$ cat config.mk
export PLATFORM = sky130hd
export DESIGN_NAME = gemm_row_collector
export DESIGN_NICKNAME = d
export VERILOG_FILES = /design/src/rtl/gemm_row_collector.sv
export SDC_FILE = /design/constraint.sdc
export NUM_CORES = 1
export LEC_CHECK = 0
export ABC_CLOCK_PERIOD_IN_PS = 6900
export CORE_MARGIN = 3
export CORE_UTILIZATION = 25
export CTS_BUF_LIST = sky130_fd_sc_hd__clkbuf_16
export DETAILED_ROUTE_END_ITERATION = 7
export PLACE_DENSITY = 0.42
export SLEW_MARGIN = 20
export SYNTH_ARGS = -nofsm -noshare
export SYNTH_HDL_FRONTEND = slang
export SYNTH_SLANG_ARGS = --single-unit
export TNS_END_PERCENT = 20
$ cat constraint.sdc
create_clock -name clk -period 6.9 [get_ports clk]
set_input_delay 1.035 -clock clk [delete_from_list [all_inputs] [get_ports clk]]
set_output_delay 1.035 -clock clk [all_outputs]
set_load 0.01 [all_outputs]
$ cat src/rtl/gemm_row_collector.sv
// Output stage behind the DA GEMM array: requantizes each completed row, tags it with its
// row index, and streams it out of a small first-word-fall-through FIFO over valid/ready.
module gemm_row_collector #(
    parameter int N          = 4,
    parameter int M          = 2,
    parameter int IN_WIDTH   = 8,
    parameter int OUT_WIDTH  = 8,
    parameter int SHIFT_W    = 4,
    parameter int FIFO_DEPTH = 4,
    localparam int IDX_W     = (M > 1) ? $clog2(M) : 1,
    localparam int CNT_W     = $clog2(FIFO_DEPTH) + 1,
    localparam int PTR_W     = (FIFO_DEPTH > 1) ? $clog2(FIFO_DEPTH) : 1
) (
    input  logic                   clk,
    input  logic                   rst,
    input  logic                   clear,
    input  logic                   row_valid,
    input  logic [N*IN_WIDTH-1:0]  row_data,
    input  logic [SHIFT_W-1:0]     shift,
    input  logic                   relu_en,
    output logic                   out_valid,
    input  logic                   out_ready,
    output logic [N*OUT_WIDTH-1:0] out_data,
    output logic [IDX_W-1:0]       out_row_idx,
    output logic                   out_last,
    output logic [CNT_W-1:0]       fifo_count,
    output logic                   overflow_err
);
    localparam logic        [IN_WIDTH:0] ONE     = (IN_WIDTH+1)'(1);
    localparam logic signed [IN_WIDTH:0] SAT_MAX = (IN_WIDTH+1)'((2 ** (OUT_WIDTH-1)) - 1);
    localparam logic signed [IN_WIDTH:0] SAT_MIN = ~SAT_MAX;

    logic [N*OUT_WIDTH-1:0] quant_row;

    // Per-column requantization; one guard bit keeps the rounding add from overflowing.
    generate
        for (genvar gi = 0; gi < N; gi++) begin : g_col
            logic signed [IN_WIDTH:0]    ext_val;
            logic signed [IN_WIDTH:0]    rnd_val;
            logic signed [IN_WIDTH:0]    sum_val;
            logic signed [IN_WIDTH:0]    shr_val;
            logic signed [IN_WIDTH:0]    relu_val;
            logic        [OUT_WIDTH-1:0] sat_val;

            always_comb begin
                ext_val  = signed'({row_data[gi*IN_WIDTH + IN_WIDTH - 1],
                                    row_data[gi*IN_WIDTH +: IN_WIDTH]});
                rnd_val  = '0;
                if (shift != '0) begin
                    rnd_val = signed'(ONE << (shift - SHIFT_W'(1)));
                end
                sum_val  = ext_val + rnd_val;
                shr_val  = sum_val >>> shift;
                relu_val = (relu_en && shr_val < 0) ? '0 : shr_val;
                if (relu_val > SAT_MAX) begin
                    sat_val = SAT_MAX[OUT_WIDTH-1:0];
                end else if (relu_val < SAT_MIN) begin
                    sat_val = SAT_MIN[OUT_WIDTH-1:0];
                end else begin
                    sat_val = relu_val[OUT_WIDTH-1:0];
                end
            end

            assign quant_row[gi*OUT_WIDTH +: OUT_WIDTH] = sat_val;
        end
    endgenerate

    logic                   s1_valid_reg;
    logic [N*OUT_WIDTH-1:0] s1_data_reg;
    logic [IDX_W-1:0]       s1_idx_reg;
    logic [IDX_W-1:0]       row_idx_reg;

    always_ff @(posedge clk or posedge rst) begin
        if (rst) begin
            s1_valid_reg <= 1'b0;
            s1_data_reg  <= '0;
            s1_idx_reg   <= '0;
            row_idx_reg  <= '0;
        end else if (clear) begin
            s1_valid_reg <= 1'b0;
            row_idx_reg  <= '0;
        end else begin
            s1_valid_reg <= row_valid;
            if (row_valid) begin
                s1_data_reg <= quant_row;
                s1_idx_reg  <= row_idx_reg;
                row_idx_reg <= (row_idx_reg == IDX_W'(M-1)) ? '0 : row_idx_reg + IDX_W'(1);
            end
        end
    end

    logic [N*OUT_WIDTH-1:0] mem_data_reg [FIFO_DEPTH];
    logic [IDX_W-1:0]       mem_idx_reg  [FIFO_DEPTH];
    logic [PTR_W-1:0]       wr_ptr_reg;
    logic [PTR_W-1:0]       rd_ptr_reg;
    logic [CNT_W-1:0]       count_reg;
    logic [CNT_W-1:0]       count_next;
    logic                   overflow_reg;
    logic                   pop;
    logic                   push;
    logic                   drop;

    // A pop in the same cycle frees the slot, so a push into a full FIFO still lands.
    always_comb begin
        pop  = (count_reg != '0) && out_ready;
        push = s1_valid_reg && ((count_reg != CNT_W'(FIFO_DEPTH)) || pop);
        drop = s1_valid_reg && !push;
        count_next = count_reg;
        if (push && !pop) begin
            count_next = count_reg + CNT_W'(1);
        end else if (pop && !push) begin
            count_next = count_reg - CNT_W'(1);
        end
    end

    always_ff @(posedge clk or posedge rst) begin
        if (rst) begin
            wr_ptr_reg   <= '0;
            rd_ptr_reg   <= '0;
            count_reg    <= '0;
            overflow_reg <= 1'b0;
        end else if (clear) begin
            wr_ptr_reg   <= '0;
            rd_ptr_reg   <= '0;
            count_reg    <= '0;
            overflow_reg <= 1'b0;
        end else begin
            if (push) wr_ptr_reg <= wr_ptr_reg + PTR_W'(1);
            if (pop)  rd_ptr_reg <= rd_ptr_reg + PTR_W'(1);
            count_reg <= count_next;
            if (drop) overflow_reg <= 1'b1;
        end
    end

    always_ff @(posedge clk or posedge rst) begin
        if (rst) begin
            for (int i = 0; i < FIFO_DEPTH; i++) begin
                mem_data_reg[i] <= '0;
                mem_idx_reg[i]  <= '0;
            end
        end else if (push && !clear) begin
            mem_data_reg[wr_ptr_reg] <= s1_data_reg;
            mem_idx_reg[wr_ptr_reg]  <= s1_idx_reg;
        end
    end

    assign out_valid    = (count_reg != '0);
    assign out_data     = mem_data_reg[rd_ptr_reg];
    assign out_row_idx  = mem_idx_reg[rd_ptr_reg];
    assign out_last     = (out_row_idx == IDX_W'(M-1));
    assign fifo_count   = count_reg;
    assign overflow_err = overflow_reg;
endmodule
Word level (Yosys, flattened, before mapping):

Cells that the tools add are included.

* $add $sub $neg: 10
* order comparisons: 15
* eq/ne operators: 1
* shift-type cells: 5
* mux-type cells: 38
* bitwise gates (word level): 3
* reduce and logical (&&, ||, !) cells: 23

Operators by type and width (number)
* bitwise mux 128 bit: 1
* two-way mux 32 bit: 3
* binary-select mux 32 bit (select 2 bit): 1
* demux 32 bit (select 2 bit): 1
* two-way mux 8 bit: 8
* two-way mux 9 bit: 5
* adder 8 x 9 -> 9 bit: 4
* greater-than comparator 9 x 8 -> 1 bit (second input constant): 4
* less-than comparator 9 x 1 -> 1 bit (second input constant): 4
* less-than comparator 9 x 8 -> 1 bit (second input constant): 4
* >>> shifter 9 x 4 -> 9 bit: 4
* logical AND 1 bit: 11
* two-way mux 1 bit: 9
* two-way mux 3 bit: 3
* left shift 1 x 4 -> 9 bit (first input constant): 1
* two-way mux 2 bit: 4
* nonzero test 2 bit: 4
* greater-or-equal comparator 3 bit (second input constant): 2
* NOT 2 -> 3 bit: 2
* nonzero test 3 bit: 2
* adder 2 x 1 -> 2 bit (second input constant): 2
* bitwise mux 4 bit: 1
* nonzero test 4 bit: 1
* subtractor 4 x 1 -> 4 bit (second input constant): 1
* other kinds (11): 13

* register bits: 175
* output and inout port bits: 39

Longest topological paths before layout:

Gate-level depths: netlist of the first run.

* depth in word-level cells: 11
* depth in mapped cells: 16
* mapped depth without buffers: 13

Worst setup path after synthesis of the first run:

No wires, ideal clock.

* path kind: input to register
* from: in shift[0]
* to: reg s1_data_reg[25]
* setup time: 0.094 ns
* arrival: 4.168 ns
* path slack: 2.638 ns
* stages: 14
* path through: buf_2 -> inv_1 -> clkbuf_1 -> nand2_1 -> nor2_1 -> ha_1 -> a21o_1 -> a2111oi_0 -> a2bb2oi_1 -> xnor3_1 -> a211oi_2 -> a21oi_1 -> nor2b_1 -> a211oi_1

* cells in the longest elaborated chain, start to end: 11
* elaborated cells between the ends (all ways): 13

Ends and longest elaborated chain
* from (decl): line 19 `input logic [SHIFT_W-1:0] shift,`
* subtractor 4 x 1 -> 4 bit: line 50 `rnd_val = signed'(ONE << (shift - SHIFT_W'(1)));`
* left shift 1 x 4 -> 9 bit: line 50
* two-way mux 9 bit: line 49 `if (shift != '0) begin`
* adder 8 x 9 -> 9 bit: line 52 `sum_val = ext_val + rnd_val;`
* >>> shifter 9 x 4 -> 9 bit *: line 53 `shr_val = sum_val >>> shift;`
* less-than comparator 9 x 1 -> 1 bit: line 54 `relu_val = (relu_en && shr_val < 0) ? '0 : shr_val;`
* logical AND 1 bit: line 54
* two-way mux 9 bit *: line 54
* less-than comparator 9 x 8 -> 1 bit: line 57 `end else if (relu_val < SAT_MIN) begin`
* two-way mux 8 bit: line 57
* two-way mux 8 bit *: line 55 `if (relu_val > SAT_MAX) begin`
* to (signal assigned): line 85 `s1_data_reg <= quant_row;`
* to (decl): line 69 `logic [N*OUT_WIDTH-1:0] s1_data_reg;`

Every way passes the cells marked *; elsewhere a longest branch is shown, timed or not.
A chain may end at the register's enable or synchronous reset.

Worst setup path in the final report of the first run:

* from: in shift[3]
* to: reg s1_data_reg[25]

Same word-level chain as after synthesis.

==> key figures, run 1 <==
Critical path
  – CP max-delay cell: clkdlybuf4s50_1
  – Critical path class: in -> reg
  – Max incr delay on CP: 0.62 ns
  – Crit Path Max Fanout: 8
  – Critical Path RT: 7.23 ns
  – Critical Path Start Type: input pin
  – Top delay family on crit path: compound AO/OA/AOI/OAI gates
  – Buffers and inverters on the worst path: 2
  – Worst Setup End Kind: flop
  – CP cell instances: clkdlybuf4s50_1 > inv_1 > nand2_1 > nor2_1 > ha_1 > a21o_1 > a2111oi_0 > a2bb2oi_1 > xnor3_1 > a211oi_2 > a21oi_1 > nor2b_1 > a211oi_1
  – Arr. time, crit path: 5.62 ns

Routing
  – DRC viols: 0
  – Via count: about 8000
  – First drt pass iteration count: 5
  – Iter 0 DRT Violations: 508
  – Vias per cell: between 5 and 6
  – DRT Wirelength: 30130 um
  – Antenna-violating nets left: 0
  – Wire per inst: 19.34 um

Placed design
  – Post-DP HPWL: 21520 um
  – Placer Congestion: 0.8484
  – Worst slack at placement: 1.138 ns
  – IO Port Bufs: 80

Global route
  – Antenna violations before repair: 0
  – First-pass GRT wire length: 47740 um
  – Gr usage total: 13.64%
  – GRT Residual Overflow: 0
  – Largest net degree at the start of global routing: 95
  – Vias in the first global route: 8103

STA
  – Fin Setup TNS: 0 ns
  – Fmax: 189.1 MHz
  – Worst Skew: approximately 0.0084 ns
  – Fin crit period: 5.289 ns
  – Max-slew headroom: 39.51%
  – Setup ws final: approximately 1.6 ns
  – Setup-failing EPs final: 0
  – Slew Viols, Final: 0
  – Worst Max-Slew Pin Slew: slightly above 0.9 ns
  – Unrepaired setup endpoints after global routing: no
  – Final Hold Vio Count: 0
  – Fin crit share: 76.65%

Finish
  – Proportion of layout cells with a drive suffix above 1: 24.76%
  – Largest register FFs: 128
  – Area growth syn-to-layout: 19.02%
  – # nets final: 1092
  – Diode count: 0
  – FF/Latch Area: approximately 0.0044 mm2
  – Filler instances: 4297
  – Multi-input gate area: 0.005854 mm2

Floorplan
  – Die Y: 211.6 um
  – Io pins: 81
  – Die footprint: 0.04476 mm2
  – # rows: 74
  – Core area: 0.04129 mm2
  – Starting Density: 25.58%
  – Die W: roughly 210 um

Yosys
  – Yosys warning total: 0
  – Syn Area/Cell: 11.14 um2
  – Cells after Synth: about 950
  – Flops & latches, synth: 175
  – Post-synth design cell area: 0.01056 mm2
  – Top FF cell, synth: dfrtp_1
  – Most numerous cell in the Yosys netlist: dfrtp_1
  – Syn nets: roughly 1000
  – Library cells used by synthesis: just under 80
  – Post-synth top cells: dfrtp_1, mux2_2, nor2_1
  – Post-synth ARST share: 100.0%
  – Post-synth EDFFs: 0
  – Share of the synthesized area in the top cell type: between 40% and 50%
  – Post-synthesis sequential area ratio: 41.45%
  – Top post-synthesis cells by area: dfrtp_1, mux2_2, mux4_2
  – Post-synth top area cell: dfrtp_1

CTS
  – TritonCTS buffer count: 17
  – H-tree levels: 4
  – Post-CTS setup repair buffer count: 0
  – CTS tree: yes
  – Clk Latency, worst-skew pair: 0.43 ns
  – CTS Sinks: 175
  – Clock buffer depth: 2
  – Reg clk slew, reported paths: around 0.070 ns
  – Root Driver: clkbuf_16
  – Resize count post-CTS: 0
  – Hold_buf cts: 0

Outcome
  – Status: complete, no violations

Min path
  – Worst Hold Class: reg -> reg

Power and ir drop
  – Leak pwr: roughly 5.3 nW
  – Maximum VDD drop: 0.0001479 V
  – P per Cell Area: 284.1 mW/mm2

Run
  – Maximum capacitance violations: 0
path summary, 6_finish.rpt:
path	slack [ns]	depth (start not counted)	end	start
min reg2reg	0.49	2	s1_idx_reg$_DFFE_PP0P_	row_idx_reg$_DFFE_PP0P_
max	1.61	13	s1_data_reg[25]$_DFFE_PP0P_	shift[3]
max reg2reg	4.30	7	mem_data_reg[114]$_DFFE_PP0P_	fifo_count[1]$_DFFE_PP0P_
min	0.49	2	s1_idx_reg$_DFFE_PP0P_	row_idx_reg$_DFFE_PP0P_
min in group asynchronous	1.15	2	rd_ptr_reg[1]$_DFFE_PP0P_	rst
max in group asynchronous	4.46	3	mem_data_reg[53]$_DFFE_PP0P_	rst
layer usage:
layer  global-route usage (%)  vias up  share of wire (%)
met4                    3.095        0               0.93
met3                    2.178       18                4.1
met5                        0        -                  0
li1                         -     3693                  -
met1                    19.48     3960                 49
met2                    21.83      170                 46
area by class of cell:
cell class	instances	share of cell area [%]
well taps	532	5.294
multi-input cells	690	46.56
clock inverters	15	1.274
repair buffers	106	7.921
inverters	23	0.7264
clock buffers	17	3.383
flip-flops and latches	175	34.84
worst register-to-register path, cell delays in order (launching register included):
cell and delay, ns:
dfrtp_1 0.46, nor2_1 0.26, nand3_1 0.12, nand2_1 0.17, nor2_1 0.11, nand2_1 0.52
buf_4 0.46, mux2_2 0.39
through the flow:
step | cells | hold WS, ns | utilization (%) | total power [mW] | instance area [um2]
2_1_floorplan | 948 | 0.4596 | - | 2.144 | 10560
3_3_place_gp | 1526 | 0.4807 | 29.03 | 2.637 | 11990
3_5_place_dp | 1526 | 0.4842 | 29.03 | 2.651 | 11990
4_1_cts | 1558 | 0.4999 | 30.45 | 3.635 | 12570
5_1_grt | 1558 | 0.5146 | 30.45 | 3.786 | 12570
6_report | 1558 | 0.4933 | 30.45 | 3.573 | 12570
cells in the final DEF, fill, tap and decap left out, types with 4 or more instances in the layout:
master             n
o21a_1             5
o31ai_1            4
nand3_1           17
o22a_1            12
buf_4             26
mux4_2            35
xor2_1            13
and2_1             5
o21ai_0           26
clkbuf_16         17
nor2b_1            4
mux2i_1           11
inv_1             19
a21o_1             5
o211ai_1          11
and3_1             7
nor2_1            84
o22ai_1            7
nand2b_1           7
nand2_1           49
mux2_2           138
o221a_2            4
o2111ai_1          4
clkdlybuf4s50_1   80
ha_1              36
a31oi_1            9
dfrtp_1          174
nor3_1            17
a21oi_1           57
inv_6              5
a211oi_1          24
xnor2_1           28
power breakdown:
part | switching [mW] | internal (mW) | leakage, nW | total [mW]
Combinational | 0.496 | 0.676 | 2.76 | 1.17
Clock | 0.428 | 0.539 | 0.282 | 0.968
Sequential | 0.167 | 1.27 | 2.24 | 1.43
cells by family (layout without fill, tap and decap cells):
| family | Yosys count | in the layout | synth area share, % |
|---|---|---|---|
| xor+xnor | 44 | 44 | 3.920 |
| buf+inv | 83 | 161 | 3.127 |
| simple gates | 204 | 204 | 8.812 |
| mux | 184 | 184 | 23.21 |
| flops | 175 | 175 | 41.45 |
| compound gates | 219 | 219 | 14.83 |
| fa+ha+maj | 39 | 39 | 4.643 |
No activity file was read; power rests on OpenSTA's default activity.
==> inputs of run 2 (changes only) <==
Settings changed: ABC_CLOCK_PERIOD_IN_PS 6900 to 5500.
Clock period 6.9 ns to 5.5 ns, I/O delays scaled along.
==> run 2 against run 1 <==
Compared with the run above:
- global-route usage down 0.17 points
- count of clock-buffer cells in the layout unchanged
- core utilization up 0.11 points
- via count down 0.98%
- worst setup slack worse by 0.61 ns
- hold slack better by 0.0072 ns
==> key figures, run 2 (synthesis results as in run 1) <==
Outcome
  – Status: complete, no violations

Routing
  – First drt pass iteration count: 5
  – Iter 0 DRT Violations: 402
  – Via count: 7764
  – DRT Wirelength: 29720 um
  – DRC viols: 0
  – Vias per cell: 4.961
  – Antenna-violating nets left: 0
  – Wire per inst: 18.99 um

Global route
  – Met3 Usage GRT: 2.015%
  – Vias in the first global route: 8000
  – First-pass GRT wire length: around 48000 um
  – GRT Residual Overflow: 0
  – Antenna violations before repair: 0
  – Largest net degree at the start of global routing: 176
  – Gr usage total: a little over an eighth
  – GR Util met2: 20.86%
  – Busiest grt layer: met2
  – GR Util met1: 19.90%

Placed design
  – IO Port Bufs: 80
  – Post-DP HPWL: approximately 21000 um
  – Placer Congestion: just over 0.8

Min path
  – Worst Hold Class: reg -> reg
  – Hold_sp: mem_data_reg[68]$_DFFE_PP0P_
  – Hold Path Sink: mem_data_reg[68]$_DFFE_PP0P_
  – Hold path cells: 1

Finish
  – Area growth syn-to-layout: 19.44%
  – Proportion of layout cells with a drive suffix above 1: 25.07%
  – Commonest non-fill, non-tap cell in the layout: dfrtp_1
  – Final core occ: slightly above 30%
  – # nets final: around 1100
  – Largest register FFs: approximately 130
  – Filler instances: 4286
  – Diode count: 0
  – Most frequent cells in the layout: dfrtp_1, mux2_2, nor2_1
  – Multi-input gate area: 0.005854 mm2
  – FF/Latch Area: about 0.0044 mm2

STA
  – Max-slew headroom: between 20% and 30%
  – Unrepaired setup endpoints after global routing: no
  – Setup-failing EPs final: 0
  – Worst Max-Slew Pin Slew: between 1 and 1.5 ns
  – Worst Skew: around 0.0082 ns
  – Fin crit share: between 80% and 90%
  – Fin crit period: 4.494 ns
  – Slew Viols, Final: 0
  – Final Hold Vio Count: 0
  – Fin Setup TNS: 0 ns
  – Fmax: 222.5 MHz

Floorplan
  – Core area: 0.04129 mm2
  – Die footprint: approximately 0.045 mm2
  – Die W: 211.6 um
  – # rows: 74
  – Starting Density: 25.58%
  – Io pins: slightly above 80
  – Die Y: 211.6 um

Critical path
  – Arr. time, crit path: approximately 4.9 ns
  – Critical Path RT: 5.86 ns
  – Flop-to-flop setup slack: 3.14 ns
  – Worst R2R Start: fifo_count[0]$_DFFE_PP0P_
  – RR Endpoint: fifo_count[1]$_DFFE_PP0P_
  – Worst Setup End Kind: flop
  – Worst-case reg-to-reg path depth: 7
  – Crit Path Max Fanout: 13
  – Critical Path Start Type: input pin
  – Crit. Startpoint: shift[1]
  – Critical path class: in -> reg

Power and ir drop
  – Total power: 4.431 mW
  – Maximum VDD drop: roughly 0.00021 V
  – Leak pwr: 5.307 nW
  – P per Cell Area: 351.2 mW/mm2

CTS
  – CTS Sinks: 175
  – TritonCTS buffer count: 17
  – Post-CTS setup repair buffer count: 0
  – H-tree levels: 4
  – Resize count post-CTS: 0
  – Root Driver: clkbuf_16
  – CTS tree: yes
  – Clk Latency, worst-skew pair: between 0.4 and 0.5 ns
  – Hold_buf cts: 0
  – Reg clk slew, reported paths: 0.07 ns
  – Clock buffer depth: 2

Run
  – Maximum capacitance violations: 0
[run 2: cell count changes in the layout (fill, tap and decap cells not counted), sizes merged]
cell      change
buf           +9
clkinv        +2
inv           -6
clkinvlp      +2
[run 2: power breakdown]
group	leakage, nW	switching (mW)	internal (mW)
clock network	0.261	0.502	0.657
registers	2.24	0.234	1.59
logic	2.81	0.597	0.853
total	5.31	1.33	3.10
[run 2: how the worst max path moves through the flow]
stage	end	slack [ns]	cells past startpoint
final	s1_data_reg[4]$_DFFE_PP0P_	1.01	14
after global routing	s1_data_reg[18]$_DFFE_PP0P_	0.74	15
after CTS	s1_data_reg[4]$_DFFE_PP0P_	1.08	14
after detailed placement	s1_data_reg[4]$_DFFE_PP0P_	0.63	14
after global placement	s1_data_reg[4]$_DFFE_PP0P_	0.64	14
after floorplan	s1_data_reg[25]$_DFFE_PP0P_	1.45	14
[run 2: critical path: stages]
cell and delay, ns:
clkdlybuf4s50_1 0.61, buf_4 0.23, or4b_1 0.60, buf_4 0.26, xnor2_1 0.15, ha_1 0.23
a21oi_1 0.10, o22ai_1 0.24, o221ai_1 0.21, xnor2_2 0.41, xnor2_1 0.31, mux2i_1 0.16
a211oi_1 0.32, o22a_1 0.17
[run 2: stage by stage]
step / cell area [um2] / hold slack [ns] / instances / worst slack, ns
2_1_floorplan: 10570 / 0.4596 / 948 / 1.448
3_3_place_gp: 12070 / 0.4823 / 1535 / 0.6439
3_5_place_dp: 12070 / 0.4884 / 1535 / 0.6346
4_1_cts: 12620 / 0.5039 / 1565 / 1.079
5_1_grt: 12620 / 0.5082 / 1565 / 0.7421
6_report: 12620 / 0.5005 / 1565 / 1.006
[run 2: final cells by class]
| cell class | instances | area share, % |
|---|---|---|
| repair buffers | 115 | 8.528 |
| inverters | 23 | 0.7140 |
| clock buffers | 17 | 3.372 |
| well taps | 532 | 5.276 |
| multi-input cells | 690 | 46.40 |
| clock inverters | 13 | 0.9917 |
| flip-flops and latches | 175 | 34.72 |
[run 2: layer usage]
layer | share of wire, % | routed length (um)
met1 | 50 | 14990
met5 | 0 | 0
met2 | 45 | 13460
met4 | 1.1 | 322
met3 | 3.2 | 938
